File: config.mk
export PLATFORM = sky130hd
export DESIGN_NAME = keypad_number_entry_flat
export DESIGN_NICKNAME = d
export VERILOG_FILES = /design/src/rtl/keypad_number_entry_pkg.sv /design/src/rtl/keypad_number_entry_if.sv /design/src/rtl/keypad_number_entry_scanner.sv /design/src/rtl/keypad_number_entry.sv /design/src/flat_wrapper.sv
export SDC_FILE = /design/constraint.sdc
export NUM_CORES = 1
export LEC_CHECK = 0
export ABC_AREA = 1
export BUFFER_PORTS_ARGS = -buffer_cell sky130_fd_sc_hd__clkbuf_2
export CAP_MARGIN = 0
export CORE_MARGIN = 8
export CORE_UTILIZATION = 40
export DETAILED_ROUTE_END_ITERATION = 12
export HOLD_SLACK_MARGIN = 0.03
export PLACE_DENSITY = 0.56
export SLEW_MARGIN = 15
export SYNTH_ARGS = -nofsm -noshare
export SYNTH_HDL_FRONTEND = slang
export SYNTH_SLANG_ARGS = --single-unit
File: constraint.sdc
create_clock -name clk -period 4.6 [get_ports clk]
set_input_delay 0.46 -clock clk [delete_from_list [all_inputs] [get_ports clk]]
set_output_delay 0.46 -clock clk [all_outputs]
set_load 0.005 [all_outputs]
File: src/rtl/keypad_number_entry_pkg.sv
// ----------------------------------------------------------------------------
// keypad_pkg
// Shared definitions for the keypad number-entry block:
//   - keypad geometry and the special key codes ('*' and '#')
//   - scan-result encoding passed from the scanner to the debounce FSM
//   - debounce FSM state enum
//   - key_map(): physical (row, col) position to key code
// ----------------------------------------------------------------------------
package keypad_pkg;

   localparam int ROWS = 4;
   localparam int COLS = 4;

   localparam logic [3:0] KEY_STAR = 4'hE;
   localparam logic [3:0] KEY_HASH = 4'hF;

   // One full-scan result: valid=0 means NONE (no key, or more than one key)
   typedef struct packed {
      logic       valid;
      logic [3:0] code;
   } scan_result_t;

   typedef enum logic [1:0] {
      IDLE    = 2'd0,
      CAND    = 2'd1,
      PRESSED = 2'd2,
      REL     = 2'd3
   } deb_state_t;

   // Keypad legend: r0 = 1 2 3 A, r1 = 4 5 6 B, r2 = 7 8 9 C, r3 = * 0 # D
   function automatic logic [3:0] key_map(input logic [1:0] i_r, input logic [1:0] i_c);
      logic [3:0] w_code;
      case ({i_r, i_c})
         4'b00_00: w_code = 4'h1;
         4'b00_01: w_code = 4'h2;
         4'b00_10: w_code = 4'h3;
         4'b00_11: w_code = 4'hA;
         4'b01_00: w_code = 4'h4;
         4'b01_01: w_code = 4'h5;
         4'b01_10: w_code = 4'h6;
         4'b01_11: w_code = 4'hB;
         4'b10_00: w_code = 4'h7;
         4'b10_01: w_code = 4'h8;
         4'b10_10: w_code = 4'h9;
         4'b10_11: w_code = 4'hC;
         4'b11_00: w_code = KEY_STAR;
         4'b11_01: w_code = 4'h0;
         4'b11_10: w_code = KEY_HASH;
         4'b11_11: w_code = 4'hD;
         default:  w_code = 4'h0;
      endcase
      return w_code;
   endfunction

endpackage

File: src/rtl/keypad_number_entry_if.sv
// ----------------------------------------------------------------------------
// keypad_number_entry_if
// Keypad matrix lines plus the key/entry/commit outputs of keypad_number_entry.
//   row[3:0]      active-low row drive (exactly one bit low)
//   col[3:0]      active-low column sense, asynchronous to clk
//   key_code[3:0] last accepted key code
//   key_strobe    1-cycle pulse per accepted press
//   entry[9:0]    value being typed
//   entry_active  at least one digit is in entry
//   number[9:0]   committed value
//   number_valid  1-cycle pulse when number is updated
// Modports: slave = the keypad_number_entry block, master = keypad / consumer side.
// ----------------------------------------------------------------------------
interface keypad_number_entry_if;
   logic [3:0] row;
   logic [3:0] col;
   logic [3:0] key_code;
   logic       key_strobe;
   logic [9:0] entry;
   logic       entry_active;
   logic [9:0] number;
   logic       number_valid;

   modport slave (
      output row,
      input  col,
      output key_code,
      output key_strobe,
      output entry,
      output entry_active,
      output number,
      output number_valid
   );

   modport master (
      input  row,
      output col,
      input  key_code,
      input  key_strobe,
      input  entry,
      input  entry_active,
      input  number,
      input  number_valid
   );
endinterface

File: src/rtl/keypad_number_entry_scanner.sv
// ----------------------------------------------------------------------------
// keypad_scanner
// Drives the keypad rows one at a time, synchronizes the column inputs and
// forms one result per full 4-row scan.
//   i_clk, i_rst_n     clock, asynchronous active-low reset
//   i_col[3:0]         raw active-low column sense
//   o_row[3:0]         registered active-low row drive
//   o_scan_done        high on the last cycle of the row-3 dwell
//   o_scan_key_valid   with o_scan_done: exactly one key seen in the scan
//   o_scan_code[3:0]   with o_scan_key_valid: code of that key
// ----------------------------------------------------------------------------
module keypad_scanner
   import keypad_pkg::*;
#(
   parameter int SCAN_BITS = 16
) (
   input  logic       i_clk,
   input  logic       i_rst_n,
   input  logic [3:0] i_col,
   output logic [3:0] o_row,
   output logic       o_scan_done,
   output logic       o_scan_key_valid,
   output logic [3:0] o_scan_code
);

   logic [SCAN_BITS-1:0] r_dwell;
   logic [1:0]           r_row_idx;
   logic [3:0]           r_row;
   logic [3:0]           r_col_s1;
   logic [3:0]           r_col_s2;
   logic [1:0]           r_hits;      // keys seen so far this scan, saturates at 2
   logic [3:0]           r_code;      // code of the first key seen this scan

   logic                 w_dwell_end;
   logic [3:0]           w_low;
   logic [2:0]           w_cnt;
   logic [1:0]           w_col_idx;
   logic [3:0]           w_code_now;
   logic [2:0]           w_sum;
   logic [1:0]           w_hits_sum;

   // Per-row sample decode: how many columns are low and which one
   always_comb begin
      w_dwell_end = (r_dwell == {SCAN_BITS{1'b1}});
      w_low       = ~r_col_s2;
      w_cnt       = 3'd0;
      w_col_idx   = 2'd0;
      for (int i = 0; i < 4; i++) begin
         w_cnt = w_cnt + {2'b00, w_low[i]};
      end
      for (int i = 3; i >= 0; i--) begin
         w_col_idx = w_low[i] ? 2'(i) : w_col_idx;
      end
      w_code_now = key_map(r_row_idx, w_col_idx);
      // Running key count for the scan including this row's sample
      w_sum      = {1'b0, r_hits} + w_cnt;
      w_hits_sum = (w_sum >= 3'd2) ? 2'd2 : w_sum[1:0];
   end

   // Scan result is presented on the sampling cycle of row 3
   always_comb begin
      o_scan_done      = w_dwell_end && (r_row_idx == 2'd3);
      o_scan_key_valid = (w_hits_sum == 2'd1);
      o_scan_code      = (r_hits == 2'd0) ? w_code_now : r_code;
      o_row            = r_row;
   end

   // Row drive, column synchronizer, dwell counter and per-scan accumulation
   always_ff @(posedge i_clk or negedge i_rst_n) begin
      if (!i_rst_n) begin
         r_dwell   <= {SCAN_BITS{1'b0}};
         r_row_idx <= 2'd0;
         r_row     <= 4'b1110;
         r_col_s1  <= 4'hF;
         r_col_s2  <= 4'hF;
         r_hits    <= 2'd0;
         r_code    <= 4'h0;
      end else begin
         r_col_s1 <= i_col;
         r_col_s2 <= r_col_s1;
         r_dwell  <= r_dwell + {{(SCAN_BITS-1){1'b0}}, 1'b1};
         if (w_dwell_end) begin
            r_row_idx <= r_row_idx + 2'd1;
            r_row     <= {r_row[2:0], r_row[3]};
            if (r_row_idx == 2'd3) begin
               r_hits <= 2'd0;
               r_code <= 4'h0;
            end else begin
               r_hits <= w_hits_sum;
               if ((r_hits == 2'd0) && (w_cnt == 3'd1)) begin
                  r_code <= w_code_now;
               end else begin
                  r_code <= r_code;
               end
            end
         end else begin
            r_row_idx <= r_row_idx;
            r_row     <= r_row;
            r_hits    <= r_hits;
            r_code    <= r_code;
         end
      end
   end

endmodule

File: src/rtl/keypad_number_entry.sv
// ----------------------------------------------------------------------------
// keypad_number_entry
// Scans a 4x4 keypad, debounces whole-scan results and builds a decimal
// setpoint: digits append to entry, '*' clears it, '#' commits it to number.
//   clk       system clock
//   reset     asynchronous active-low reset
//   bus       keypad_number_entry_if.slave (row/col lines, key, entry, number)
// ----------------------------------------------------------------------------
module keypad_number_entry
   import keypad_pkg::*;
#(
   parameter int SCAN_BITS      = 16,
   parameter int DEBOUNCE_SCANS = 4,
   parameter int MAX_VALUE      = 1023
) (
   input  logic                  clk,
   input  logic                  reset,
   keypad_number_entry_if.slave  bus
);

   localparam logic [7:0]  DEB_LIM = 8'(DEBOUNCE_SCANS);
   localparam logic [13:0] MAX_T   = 14'(MAX_VALUE);

   logic         w_scan_done;
   scan_result_t w_scan;
   logic [3:0]   w_row;

   deb_state_t   r_state;
   deb_state_t   w_state_nxt;
   logic [7:0]   r_cnt;
   logic [7:0]   w_cnt_nxt;
   logic [7:0]   w_cnt_inc;
   logic [3:0]   r_cand;
   logic [3:0]   w_cand_nxt;
   logic         w_accept;

   logic [3:0]   r_key_code;
   logic         r_key_strobe;
   logic [9:0]   r_entry;
   logic         r_entry_active;
   logic [9:0]   r_number;
   logic         r_number_valid;

   logic [3:0]   w_key_code_nxt;
   logic [9:0]   w_entry_nxt;
   logic         w_entry_active_nxt;
   logic [9:0]   w_number_nxt;
   logic         w_number_valid_nxt;
   logic [13:0]  w_t;

   keypad_scanner #(
      .SCAN_BITS (SCAN_BITS)
   ) u_scanner (
      .i_clk            (clk),
      .i_rst_n          (reset),
      .i_col            (bus.col),
      .o_row            (w_row),
      .o_scan_done      (w_scan_done),
      .o_scan_key_valid (w_scan.valid),
      .o_scan_code      (w_scan.code)
   );

   // Debounce FSM next state; advances only on a scan result
   always_comb begin
      w_state_nxt = r_state;
      w_cnt_nxt   = r_cnt;
      w_cand_nxt  = r_cand;
      w_accept    = 1'b0;
      w_cnt_inc   = r_cnt + 8'd1;
      if (w_scan_done) begin
         case (r_state)
            IDLE: begin
               if (w_scan.valid) begin
                  w_cand_nxt = w_scan.code;
                  if (8'd1 >= DEB_LIM) begin
                     w_accept    = 1'b1;
                     w_cnt_nxt   = 8'd0;
                     w_state_nxt = PRESSED;
                  end else begin
                     w_cnt_nxt   = 8'd1;
                     w_state_nxt = CAND;
                  end
               end else begin
                  w_cnt_nxt   = 8'd0;
                  w_state_nxt = IDLE;
               end
            end
            CAND: begin
               if (w_scan.valid && (w_scan.code == r_cand)) begin
                  if (w_cnt_inc >= DEB_LIM) begin
                     w_accept    = 1'b1;
                     w_cnt_nxt   = 8'd0;
                     w_state_nxt = PRESSED;
                  end else begin
                     w_cnt_nxt   = w_cnt_inc;
                     w_state_nxt = CAND;
                  end
               end else if (w_scan.valid) begin
                  // A different key restarts the candidate count
                  w_cand_nxt  = w_scan.code;
                  w_cnt_nxt   = 8'd1;
                  w_state_nxt = CAND;
               end else begin
                  w_cnt_nxt   = 8'd0;
                  w_state_nxt = IDLE;
               end
            end
            PRESSED: begin
               if (w_scan.valid) begin
                  w_state_nxt = PRESSED;
               end else if (8'd1 >= DEB_LIM) begin
                  w_cnt_nxt   = 8'd0;
                  w_state_nxt = IDLE;
               end else begin
                  w_cnt_nxt   = 8'd1;
                  w_state_nxt = REL;
               end
            end
            REL: begin
               if (w_scan.valid) begin
                  w_cnt_nxt   = 8'd0;
                  w_state_nxt = PRESSED;
               end else if (w_cnt_inc >= DEB_LIM) begin
                  w_cnt_nxt   = 8'd0;
                  w_state_nxt = IDLE;
               end else begin
                  w_cnt_nxt   = w_cnt_inc;
                  w_state_nxt = REL;
               end
            end
            default: begin
               w_cnt_nxt   = 8'd0;
               w_state_nxt = IDLE;
            end
         endcase
      end else begin
         w_state_nxt = r_state;
      end
   end

   // Entry/commit datapath: effects of an accepted key
   always_comb begin
      w_key_code_nxt     = r_key_code;
      w_entry_nxt        = r_entry;
      w_entry_active_nxt = r_entry_active;
      w_number_nxt       = r_number;
      w_number_valid_nxt = 1'b0;
      // entry*10 + d without a multiplier; 14 bits hold the worst case 10239
      w_t = {1'b0, r_entry, 3'b000} + {3'b000, r_entry, 1'b0} + {10'd0, w_scan.code};
      if (w_accept) begin
         w_key_code_nxt = w_scan.code;
         if (w_scan.code <= 4'd9) begin
            if (w_t <= MAX_T) begin
               w_entry_nxt        = w_t[9:0];
               w_entry_active_nxt = 1'b1;
            end else begin
               w_entry_nxt = r_entry;
            end
         end else if (w_scan.code == KEY_STAR) begin
            w_entry_nxt        = 10'd0;
            w_entry_active_nxt = 1'b0;
         end else if (w_scan.code == KEY_HASH) begin
            if (r_entry_active) begin
               w_number_nxt       = r_entry;
               w_number_valid_nxt = 1'b1;
               w_entry_nxt        = 10'd0;
               w_entry_active_nxt = 1'b0;
            end else begin
               w_number_nxt = r_number;
            end
         end else begin
            w_entry_nxt = r_entry;
         end
      end else begin
         w_key_code_nxt = r_key_code;
      end
   end

   // FSM and output registers
   always_ff @(posedge clk or negedge reset) begin
      if (!reset) begin
         r_state        <= IDLE;
         r_cnt          <= 8'd0;
         r_cand         <= 4'h0;
         r_key_code     <= 4'h0;
         r_key_strobe   <= 1'b0;
         r_entry        <= 10'd0;
         r_entry_active <= 1'b0;
         r_number       <= 10'd0;
         r_number_valid <= 1'b0;
      end else begin
         r_state        <= w_state_nxt;
         r_cnt          <= w_cnt_nxt;
         r_cand         <= w_cand_nxt;
         r_key_code     <= w_key_code_nxt;
         r_key_strobe   <= w_accept;
         r_entry        <= w_entry_nxt;
         r_entry_active <= w_entry_active_nxt;
         r_number       <= w_number_nxt;
         r_number_valid <= w_number_valid_nxt;
      end
   end

   assign bus.row          = w_row;
   assign bus.key_code     = r_key_code;
   assign bus.key_strobe   = r_key_strobe;
   assign bus.entry        = r_entry;
   assign bus.entry_active = r_entry_active;
   assign bus.number       = r_number;
   assign bus.number_valid = r_number_valid;

endmodule

File: src/flat_wrapper.sv
// flat-port wrapper written by rule: the top's interface ports become plain ports
module keypad_number_entry_flat import keypad_pkg::*;
#(
   parameter int SCAN_BITS      = 16,
   parameter int DEBOUNCE_SCANS = 4,
   parameter int MAX_VALUE      = 1023
)
  (clk, reset, bus_row, bus_col, bus_key_code, bus_key_strobe, bus_entry, bus_entry_active, bus_number, bus_number_valid);
  keypad_number_entry_if bus_i ();
  input  logic clk;
  input  logic reset;
  output wire logic [$bits(bus_i.row)-1:0] bus_row;
  input wire logic [$bits(bus_i.col)-1:0] bus_col;
  output wire logic [$bits(bus_i.key_code)-1:0] bus_key_code;
  output wire logic [$bits(bus_i.key_strobe)-1:0] bus_key_strobe;
  output wire logic [$bits(bus_i.entry)-1:0] bus_entry;
  output wire logic [$bits(bus_i.entry_active)-1:0] bus_entry_active;
  output wire logic [$bits(bus_i.number)-1:0] bus_number;
  output wire logic [$bits(bus_i.number_valid)-1:0] bus_number_valid;
  assign bus_row = bus_i.row;
  assign bus_i.col = bus_col;
  assign bus_key_code = bus_i.key_code;
  assign bus_key_strobe = bus_i.key_strobe;
  assign bus_entry = bus_i.entry;
  assign bus_entry_active = bus_i.entry_active;
  assign bus_number = bus_i.number;
  assign bus_number_valid = bus_i.number_valid;
  keypad_number_entry #(.SCAN_BITS(SCAN_BITS), .DEBOUNCE_SCANS(DEBOUNCE_SCANS), .MAX_VALUE(MAX_VALUE)) u_core (.clk(clk), .reset(reset), .bus(bus_i));
endmodule
==> flow_summary.toml, run 1 <==
[run_status]
status = "completed"

[cells_and_area]
diodes = 0
design_area_sq_um = 4990
drive_gt1_share_pct = 17.2
nNetsFinal = 605
syn2layout_area_growth_pct = 13.2
fill_cells = 1052

[routing]
vias_per_cell = 4.85
drtAntennaViolNets = 0
drt_wl_total_microns = 8870
vias = 3447
drc = 0
wl_per_cell_microns = 12.5
drtIter0Drc = 172
drtPass1Iterations = 6

[cts]
cts_buffers = 9
clock_latency_ns = 0.36
cts.sink_count = 77
htree_levels = 3
clk_path_buf_depth = 2
cts_resized = 0
postCtsSetupRepairBufs = 0
cts_tree = "done"
clkTransAtPathRegs_ns = 0.08
holdBufCountCts = 0
root_buffer = "clkbuf_8"

[placed_design]
dpl.hpwl_microns = 6660
placed_cell_area_sq_um = 4740
gp_congestion = 0.841
port_buffers = 36

[worst_hold_path]
holdCritPathClass = "input port to register"
hold_start = "bus_col[0]"

[floorplanning]
core_sq_um = 10800
die_h_microns = 121
die_area_sq_um = 14600
num_rows = 38
io_pins = 37
die_w_microns = 121
start_util_pct = 40.9

[timing]
worstMarginPinSlew_ns = 0.955
setup-tns-final_ns = 0
clock-skew-final_ns = 0.0111
min_period_ns = 3.86
finalCritPeriodShare_pct = 83.9
rsz0062_at_grt = "false"
fmax_mhz = 259
hold_viol = 0
drv_slew = 0
setup_viol = 0
maxSlewHeadroom_pct = 36.3
whs_ns = 0.177

[setup_path]
path_class = "register to register"
cp-start-kind = "register"
crit_path_start = "u_core.u_scanner.r_col_s2[0]$_DFF_PN1_"
worstPathArrival_ns = 4.16
r2r_start = "u_core.u_scanner.r_col_s2[0]$_DFF_PN1_"
crit_path_max_fanout = 11
cp.required_ns = 4.90
worst_setup_path_end_kind = "register"

[power]
p_per_area_nw_per_um2 = 283
irDropWorstVdd_uv = 141
p_total_mw = 1.41
p_leak_nw = 2.69

[synthesis]
syn-num-nets = 563
synth_seq_cells = 77
ys_types = 36
ys.warnings.count = 0
synth_area_per_cell_sq_um = 8.42
synth_area_sq_um = 4410
netlist_instances = 524
ys_seq_area_share_pct = 44.0

[global_routing]
grt_usage_pct = 13.2
globalRoute.totalOverflow = 0
grt_first_pass_wirelength_microns = 15600
grt_pass1_vias = 3436
grt_max_degree = 78
antenna_found_initial = 0

[run]
cap_violations = 0
registers in the layout (all words and copies together), names as in the netlist, 4 cells and up:
name	flops
u_core.bus.entry	10
u_core.bus.key_code	4
u_core.bus.number	10
u_core.r_cand	4
u_core.r_cnt	8
u_core.u_scanner.o_row	4
u_core.u_scanner.r_code	4
u_core.u_scanner.r_col_s1	4
u_core.u_scanner.r_col_s2	4
u_core.u_scanner.r_dwell	16
cells in the mapped netlist, drive strengths merged:
cell	n	area share, %
o21bai	1	0.17
buf	6	0.88
dfrtp	66	37
ha	29	8.2
or2	2	0.28
nand3b	2	0.34
nand4	18	2.9
a31oi	1	0.14
and2	2	0.28
fa	4	1.8
a21oi	16	2.0
nor4	5	0.71
o21ai	32	3.7
inv	75	6.4
xor2	15	3.0
nor3	7	0.91
nand3	32	5.0
dfstp	11	6.6
nand2	159	14
nor2	38	4.3
o31ai	3	0.51
cells in the final DEF, fill, tap and decap left out, types with 2 or more instances in the layout:
cell type	n
nand3b_1	2
xor2_1	15
inv_2	6
ha_1	29
nor2_1	32
o21ai_1	4
nand2_4	4
nand3_4	2
dfrtp_1	66
nor4_1	5
o31ai_1	3
nand2_1	150
nand3_2	7
inv_1	69
nand3_1	23
clkbuf_2	35
nand2_2	5
and2_1	2
bufinv_16	4
buf_4	2
a21oi_1	14
clkbuf_8	9
nor3_1	6
fa_1	4
o21ai_0	27
dfstp_2	11
nor2_8	2
or2_2	2
clkbuf_1	3
nand4_1	17
nor2_2	3
a21oi_2	2
where the power goes:
part           internal, mW  switching [mW]  total (mW)
sequential            0.683         0.00214       0.685
combinational        0.0186          0.0478      0.0664
clock                 0.416           0.246       0.662
total                  1.12           0.296        1.41
worst max-delay path, cell delays in order (launching register included):
cell	delay, ns
dfstp_2	0.58
inv_1	0.07
fa_1	0.49
ha_1	0.20
ha_1	0.27
inv_1	0.06
fa_1	0.50
nand2_1	0.05
nor2_1	0.12
nand2_1	0.19
inv_1	0.13
nand2_1	0.07
nor2_2	0.18
nand3_4	0.14
nor2_8	0.15
nand3_2	0.23
inv_2	0.24
nand2_1	0.07
nand2_1	0.06
layer usage:
layer | vias up | routed length (microns) | track usage, %
li1 | 1775 | - | -
met5 | - | 0 | 0
met1 | 1607 | 4270 | 16.3
met2 | 57 | 4060 | 21.0
met3 | 8 | 421 | 3.30
met4 | 0 | 120 | 6.64
worst paths after layout:
kind,slack (ns),cells after the start,endpoint
worst min-delay path,0.18,1,u_core.u_scanner.r_col_s1[0]$_DFF_PN1_
min in group asynchronous,0.27,1,u_core.bus.key_code[1]$_DFFE_PN0P_
worst min register to register,0.36,0,u_core.u_scanner.r_col_s2[3]$_DFF_PN1_
worst max register to register,0.74,18,u_core.bus.number[1]$_DFFE_PN0P_
max in group asynchronous,3.73,1,u_core.u_scanner.r_dwell[5]$_DFF_PN0_
worst max-delay path,0.74,18,u_core.bus.number[1]$_DFFE_PN0P_
per-stage QoR:
stage,worst slack [ns],cells,utilization (%)
floorplan,1.14,524,-
global placement,0.770,695,43.9
detailed placement,0.722,695,43.9
CTS,0.692,711,46.3
global route,0.385,711,46.3
finish,0.741,711,46.3
logic make-up (layout without fill, tap and decap cells):
kind of cell             after synthesis  in the layout  share of synthesized area [%]
AND/OR/NAND/NOR                      265            265                           29.2
buffers and inverters                 81            128                           7.26
flip-flops                            77             77                           44.0
AO/OA/AOI/OAI                         53             53                           6.52
adder cells (fa/ha/maj)               33             33                           10.0
XOR/XNOR                              15             15                           2.98
cell type report:
| class | count | area, sq um | area share (%) |
|---|---|---|---|
| Timing Repair Buffer | 37 | 190 | 3.81 |
| Clock buffer | 12 | 135 | 2.71 |
| Clock inverter | 4 | 120 | 2.41 |
| Tap cell | 140 | 175 | 3.51 |
| Sequential cell | 77 | 1940 | 38.9 |
| Multi-Input combinational cell | 366 | 2150 | 43.1 |
| Inverter | 75 | 282 | 5.64 |
No activity file was read; power rests on OpenSTA's default activity.
==> inputs of run 2 (changes only) <==
PLACE_DENSITY = 0.58   (was 0.56)
clock period = 3.4 ns   (was 4.6 ns; I/O delays follow)
==> run 2 against run 1 <==
The flow now finishes with violations (setup timing). Total power rose by 26%. Sequential share of layout area fell by 4.6 points. Fmax rose by 11%. Worst setup slack got worse by 0.82 ns. Critical path depth rose by 7. Combinational power rose by 130%. Clock power rose by 4.8%. Die area did not move. Register-to-register slack got worse by 0.82 ns. Clock-buffer cell count fell by 2. Largest power group unchanged.
==> flow_summary.toml, run 2 (synthesis results as in run 1) <==
[floorplanning]
die_h_microns = 121
core_sq_um = 10800
start_util_pct = 40.9
die_w_microns = 121
die_area_sq_um = 14600
io_pins = 37
num_rows = 38

[power]
p_total_mw = 1.78
p_leak_nw = 2.94
p_per_area_nw_per_um2 = 313
irDropWorstVdd_uv = 232

[routing]
vias_per_cell = 4.89
drtIter0Drc = 144
vias = 3705
drc = 0
drt_wl_total_microns = 10100
drtPass1Iterations = 4
wl_per_cell_microns = 13.3
drtAntennaViolNets = 0

[cts]
htree_levels = 3
cts.sink_count = 77
root_buffer = "clkbuf_8"
cts_buffers = 9
clk_path_buf_depth = 2
clock_latency_ns = 0.36
clkTransAtPathRegs_ns = 0.09
cts_tree = "done"

[worst_hold_path]
hold_start = "bus_col[0]"
whs_path_depth = 1
holdPathEnd = "u_core.u_scanner.r_col_s1[0]$_DFF_PN1_"
holdCritPathClass = "input port to register"

[global_routing]
globalRoute.totalOverflow = 0
antenna_found_initial = 0
grt_first_pass_wirelength_microns = 16700
grt_max_degree = 78
grt_pass1_vias = 3731
grt_usage_pct = 13.8

[timing]
setup_viol = 14
drv_slew = 0
hold_viol = 0
finalCritPeriodShare_pct = 102
rsz0062_at_grt = "true"
whs_ns = 0.0717
maxSlewHeadroom_pct = 36.2
min_period_ns = 3.48
setup-tns-final_ns = -0.618
worstMarginPinSlew_ns = 0.957
fmax_mhz = 287
clock-skew-final_ns = 0.0171
worst_slack_ns = -0.0834

[cells_and_area]
design_area_sq_um = 5670
nNetsFinal = 652
final_cell_mix = "nand2_1, dfrtp_1, inv_1"
syn2layout_area_growth_pct = 28.5
utilization_pct = 52.5
largest_reg_flops = 16
diodes = 0
largest_register = "u_core.u_scanner.r_dwell"
final_cells = 758
drive_gt1_share_pct = 33.7
layout.cells.most_common = "nand2_1"

[placed_design]
placed_cell_area_sq_um = 4920
port_buffers = 36
dp_cells = 718
gp_congestion = 0.828
place_ws_ns = -0.199
dpl.hpwl_microns = 6880

[setup_path]
worst_setup_path_end_kind = "register"
crit_path_max_fanout = 5
reg2reg_slack_ns = -0.08
r2r_start = "u_core.u_scanner.r_col_s2[1]$_DFF_PN1_"
cp.required_ns = 3.69
path_class = "register to register"
worstPathArrival_ns = 3.77
rr_endpoint = "u_core.bus.entry[0]$_DFFE_PN0P_"
rr_worst_depth = 25
cp-start-kind = "register"

[run]
cap_violations = 0

[run_status]
status = "complete, but fails checks"
violations = "setup timing"
-- run 2: layout make-up --
cell class                 count  area (sq um)
fill                        1021          5120
multi-input combinational    369          2510
sequential                    77          1940
timing repair buffer          80           552
inverter                      75           294
tap                          140           175
clock buffer                  10           128
clock inverter                 6          63.8
timing repair inverter         1          5.00
-- run 2: where the power goes --
group / internal (mW) / switching (mW) / leakage [nW]
logic: 0.0667 / 0.0896 / 1.82
clock network: 0.338 / 0.355 / 0.0923
registers: 0.924 / 0.00230 / 1.02
-- run 2: how the worst max path moves through the flow --
stage	startpoint	to	cells after the start
floorplan	u_core.u_scanner.r_col_s2[3]$_DFF_PN1_	u_core.bus.entry[0]$_DFFE_PN0P_	24
global placement	u_core.u_scanner.r_col_s2[3]$_DFF_PN1_	u_core.bus.entry[8]$_DFFE_PN0P_	24
detailed placement	u_core.u_scanner.r_col_s2[3]$_DFF_PN1_	u_core.bus.entry[7]$_DFFE_PN0P_	24
CTS	u_core.u_scanner.r_col_s2[1]$_DFF_PN1_	u_core.bus.entry[7]$_DFFE_PN0P_	26
global route	u_core.u_scanner.r_col_s2[3]$_DFF_PN1_	u_core.bus.entry[0]$_DFFE_PN0P_	25
finish	u_core.u_scanner.r_col_s2[1]$_DFF_PN1_	u_core.bus.entry[0]$_DFFE_PN0P_	25
-- run 2: worst max-delay path, cell delays in order, from the launching register on --
cell and delay (ns):
dfstp_2 0.55, buf_4 0.11, nand2_1 0.05, inv_2 0.08
nand2_4 0.06, ha_4 0.25, nand2_1 0.05, nand2_1 0.08
nand2_2 0.08, nand3_4 0.09, nand2_4 0.07, ha_4 0.27
ha_4 0.13, inv_2 0.04, fa_2 0.37, inv_1 0.06
nand3_1 0.06, nand2_1 0.09, nand4_1 0.10, nand3_1 0.10
nand2_1 0.06, a21oi_2 0.16, nor2_4 0.08, a21oi_4 0.19
nand4_1 0.15, nand2_2 0.11
-- run 2: what timing repair did --
action                                  in CTS  in global routing
gates cloned                                 3                  2
setup buffers                               12                  7
resized for setup                           35                 69
endpoints found under the setup margin      30                 39
pin swaps                                   26                 28
hold buffers                                 2                  0
hold endpoints to repair                     2                  0
-- run 2: per-layer routing --
layer  vias up  wire length (microns)  GRT usage, %
met1      1771                   4410          15.9
met2        53                   5080          24.2
met4         0                    138          5.07
met5         -                      0             0
met3        14                    422          3.54
li1       1867                      -             -
==> inputs of run 3 (changes only) <==
CAP_MARGIN = not set   (was 0)
SKIP_LAST_GASP = 1   (was not set)
==> run 3 against run 2 <==
The flow still finishes with violations (setup timing). Die area unchanged. Combinational power up 3%. Fmax down 2.0%. Final area up 0.15%. Sequential power about the same. Register-to-register slack worse by 0.07 ns. Global-route usage about the same. First-iteration DRC count up 11%. Clock power about the same. Worst setup slack worse by 0.071 ns. Total power up 0.16%. Via count up 0.38%.
==> flow_summary.toml, run 3 (synthesis results as in run 1) <==
[run]
cap_violations = 0

[worst_hold_path]
holdPathEnd = "u_core.u_scanner.r_col_s1[0]$_DFF_PN1_"
hold_start = "bus_col[0]"
whs_path_depth = 1
holdCritPathClass = "input port to register"

[run_status]
violations = "setup timing"
status = "complete, but fails checks"

[routing]
drc = 0
drtIter0Drc = 160
vias = 3719
drtAntennaViolNets = 0
drt_wl_total_microns = 10100
vias_per_cell = 4.89
drtPass1Iterations = 4
wl_per_cell_microns = 13.3

[power]
p_total_mw = 1.78
p_per_area_nw_per_um2 = 313
irDropWorstVdd_uv = 232
p_leak_nw = 2.95

[timing]
fmax_mhz = 281
hold_viol = 0
worst_slack_ns = -0.155
rsz0062_at_grt = "true"
setup-tns-final_ns = -1.87
clock-skew-final_ns = 0.0174
drv_slew = 0
maxSlewHeadroom_pct = 36.2
finalCritPeriodShare_pct = 105
min_period_ns = 3.55
setup_viol = 23
worstMarginPinSlew_ns = 0.957

[cells_and_area]
layout.cells.most_common = "nand2_1"
largest_reg_flops = 16
largest_register = "u_core.u_scanner.r_dwell"
fill_cells = 1016
regArea_sq_um = 1940
diodes = 0
final_cell_mix = "nand2_1, dfrtp_1, inv_1"
final_cells = 760
drive_gt1_share_pct = 32.9
nNetsFinal = 654
multi_input_comb_area_sq_um = 2490
syn2layout_area_growth_pct = 28.7
design_area_sq_um = 5680

[floorplanning]
num_rows = 38
die_area_sq_um = 14600
core_sq_um = 10800
die_w_microns = 121
io_pins = 37
start_util_pct = 40.9
die_h_microns = 121

[placed_design]
placed_cell_area_sq_um = 4920
place_ws_ns = -0.199
dp_cells = 718
port_buffers = 36
dpl.hpwl_microns = 6880
gp_congestion = 0.828

[setup_path]
rr_endpoint = "u_core.bus.entry[4]$_DFFE_PN0P_"
cp.required_ns = 3.63
worstPathArrival_ns = 3.79
worst_setup_path_end_kind = "register"
path_class = "register to register"
max_stage_delay_ns = 0.55
reg2reg_slack_ns = -0.15
cp-start-kind = "register"
crit_path_max_fanout = 5
r2r_start = "u_core.u_scanner.r_col_s2[3]$_DFF_PN1_"
cp_common_cell = "nand2_2"
rr_worst_depth = 18
path_cells = "inv_2, fa_1, ha_4, ha_4, inv_4, fa_2, nand2_2, nor2_4, nand2_2, inv_2, nand2_2, nor2_4, nand3_4, nor2_8, buf_4, nand4_4, nand2_1, nand2_1"
cp_slowest_cell = "dfstp_2"

[cts]
cts.sink_count = 77
cts_buffers = 9
root_buffer = "clkbuf_8"
clkTransAtPathRegs_ns = 0.09
htree_levels = 3
cts_tree = "done"
clk_path_buf_depth = 2
clock_latency_ns = 0.36

[global_routing]
grt_pass1_vias = 3716
globalRoute.totalOverflow = 0
grt_max_degree = 78
antenna_found_initial = 0
grt_first_pass_wirelength_microns = 16600
grt_usage_pct = 13.8
[run 3: cell types whose count changed in the layout (fill, tap and decap cells not counted), moves of 2 or more]
cell | previous run | this run
o21ai_0 | 22 | 24
a21oi_1 | 13 | 11
a21oi_2 | 2 | 4
nand2_1 | 116 | 122
nand2_2 | 34 | 27
[run 3: worst max-delay path by stage]
stage,to,start,cells after the start
detailed placement,u_core.bus.entry[7]$_DFFE_PN0P_,u_core.u_scanner.r_col_s2[3]$_DFF_PN1_,24
CTS,u_core.bus.entry[7]$_DFFE_PN0P_,u_core.u_scanner.r_col_s2[1]$_DFF_PN1_,26
global placement,u_core.bus.entry[8]$_DFFE_PN0P_,u_core.u_scanner.r_col_s2[3]$_DFF_PN1_,24
finish,u_core.bus.entry[4]$_DFFE_PN0P_,u_core.u_scanner.r_col_s2[3]$_DFF_PN1_,18
floorplan,u_core.bus.entry[0]$_DFFE_PN0P_,u_core.u_scanner.r_col_s2[3]$_DFF_PN1_,24
global route,u_core.bus.entry[4]$_DFFE_PN0P_,u_core.u_scanner.r_col_s2[3]$_DFF_PN1_,25
[run 3: cell type report]
cell class | instances | area share [%]
repair buffers | 82 | 10.2
well taps | 140 | 3.08
repair inverters | 1 | 0.0881
flip-flops and latches | 77 | 34.2
inverters | 75 | 5.18
clock buffers | 10 | 2.25
multi-input cells | 369 | 43.9
clock inverters | 6 | 1.12
[run 3: timing repair]
action | in CTS | in global routing
hold endpoints to repair | 2 | 0
pin swaps | 26 | 38
gates cloned | 3 | 2
setup buffers | 12 | 9
hold buffers | 2 | 0
setup endpoints to repair | 30 | 39
gates resized for setup | 32 | 64
[run 3: per-layer routing]
layer	global-route usage, %	vias to the layer above	share of wire, %	routed length [microns]
li1	-	1873	-	-
met3	3.54	14	4.6	461
met5	0	-	0	0
met4	5.07	0	1.4	139
met2	24.1	62	51	5120
met1	15.9	1770	44	4400
[run 3: metrics by stage]
stage | utilization, % | hold WS (ns)
floorplan | - | 0.0444
global placement | 45.6 | 0.346
detailed placement | 45.6 | 0.347
CTS | 49.9 | 0.0522
global route | 52.6 | 0.0455
finish | 52.6 | 0.0723
[run 3: report_power, final]
part	total [mW]	leakage, nW	internal [mW]	switching (mW)
Clock	0.693	0.0923	0.338	0.355
Combinational	0.160	1.83	0.0689	0.0910
Sequential	0.926	1.02	0.924	0.00230
Total	1.78	2.95	1.33	0.448
[run 3: critical path: cells and delay by family (launching register included)]
family        cells  cell delay [ns]
fa+ha+maj         4             1.49
flops             1             0.55
simple gates     10             1.06
buf+inv           4             0.32
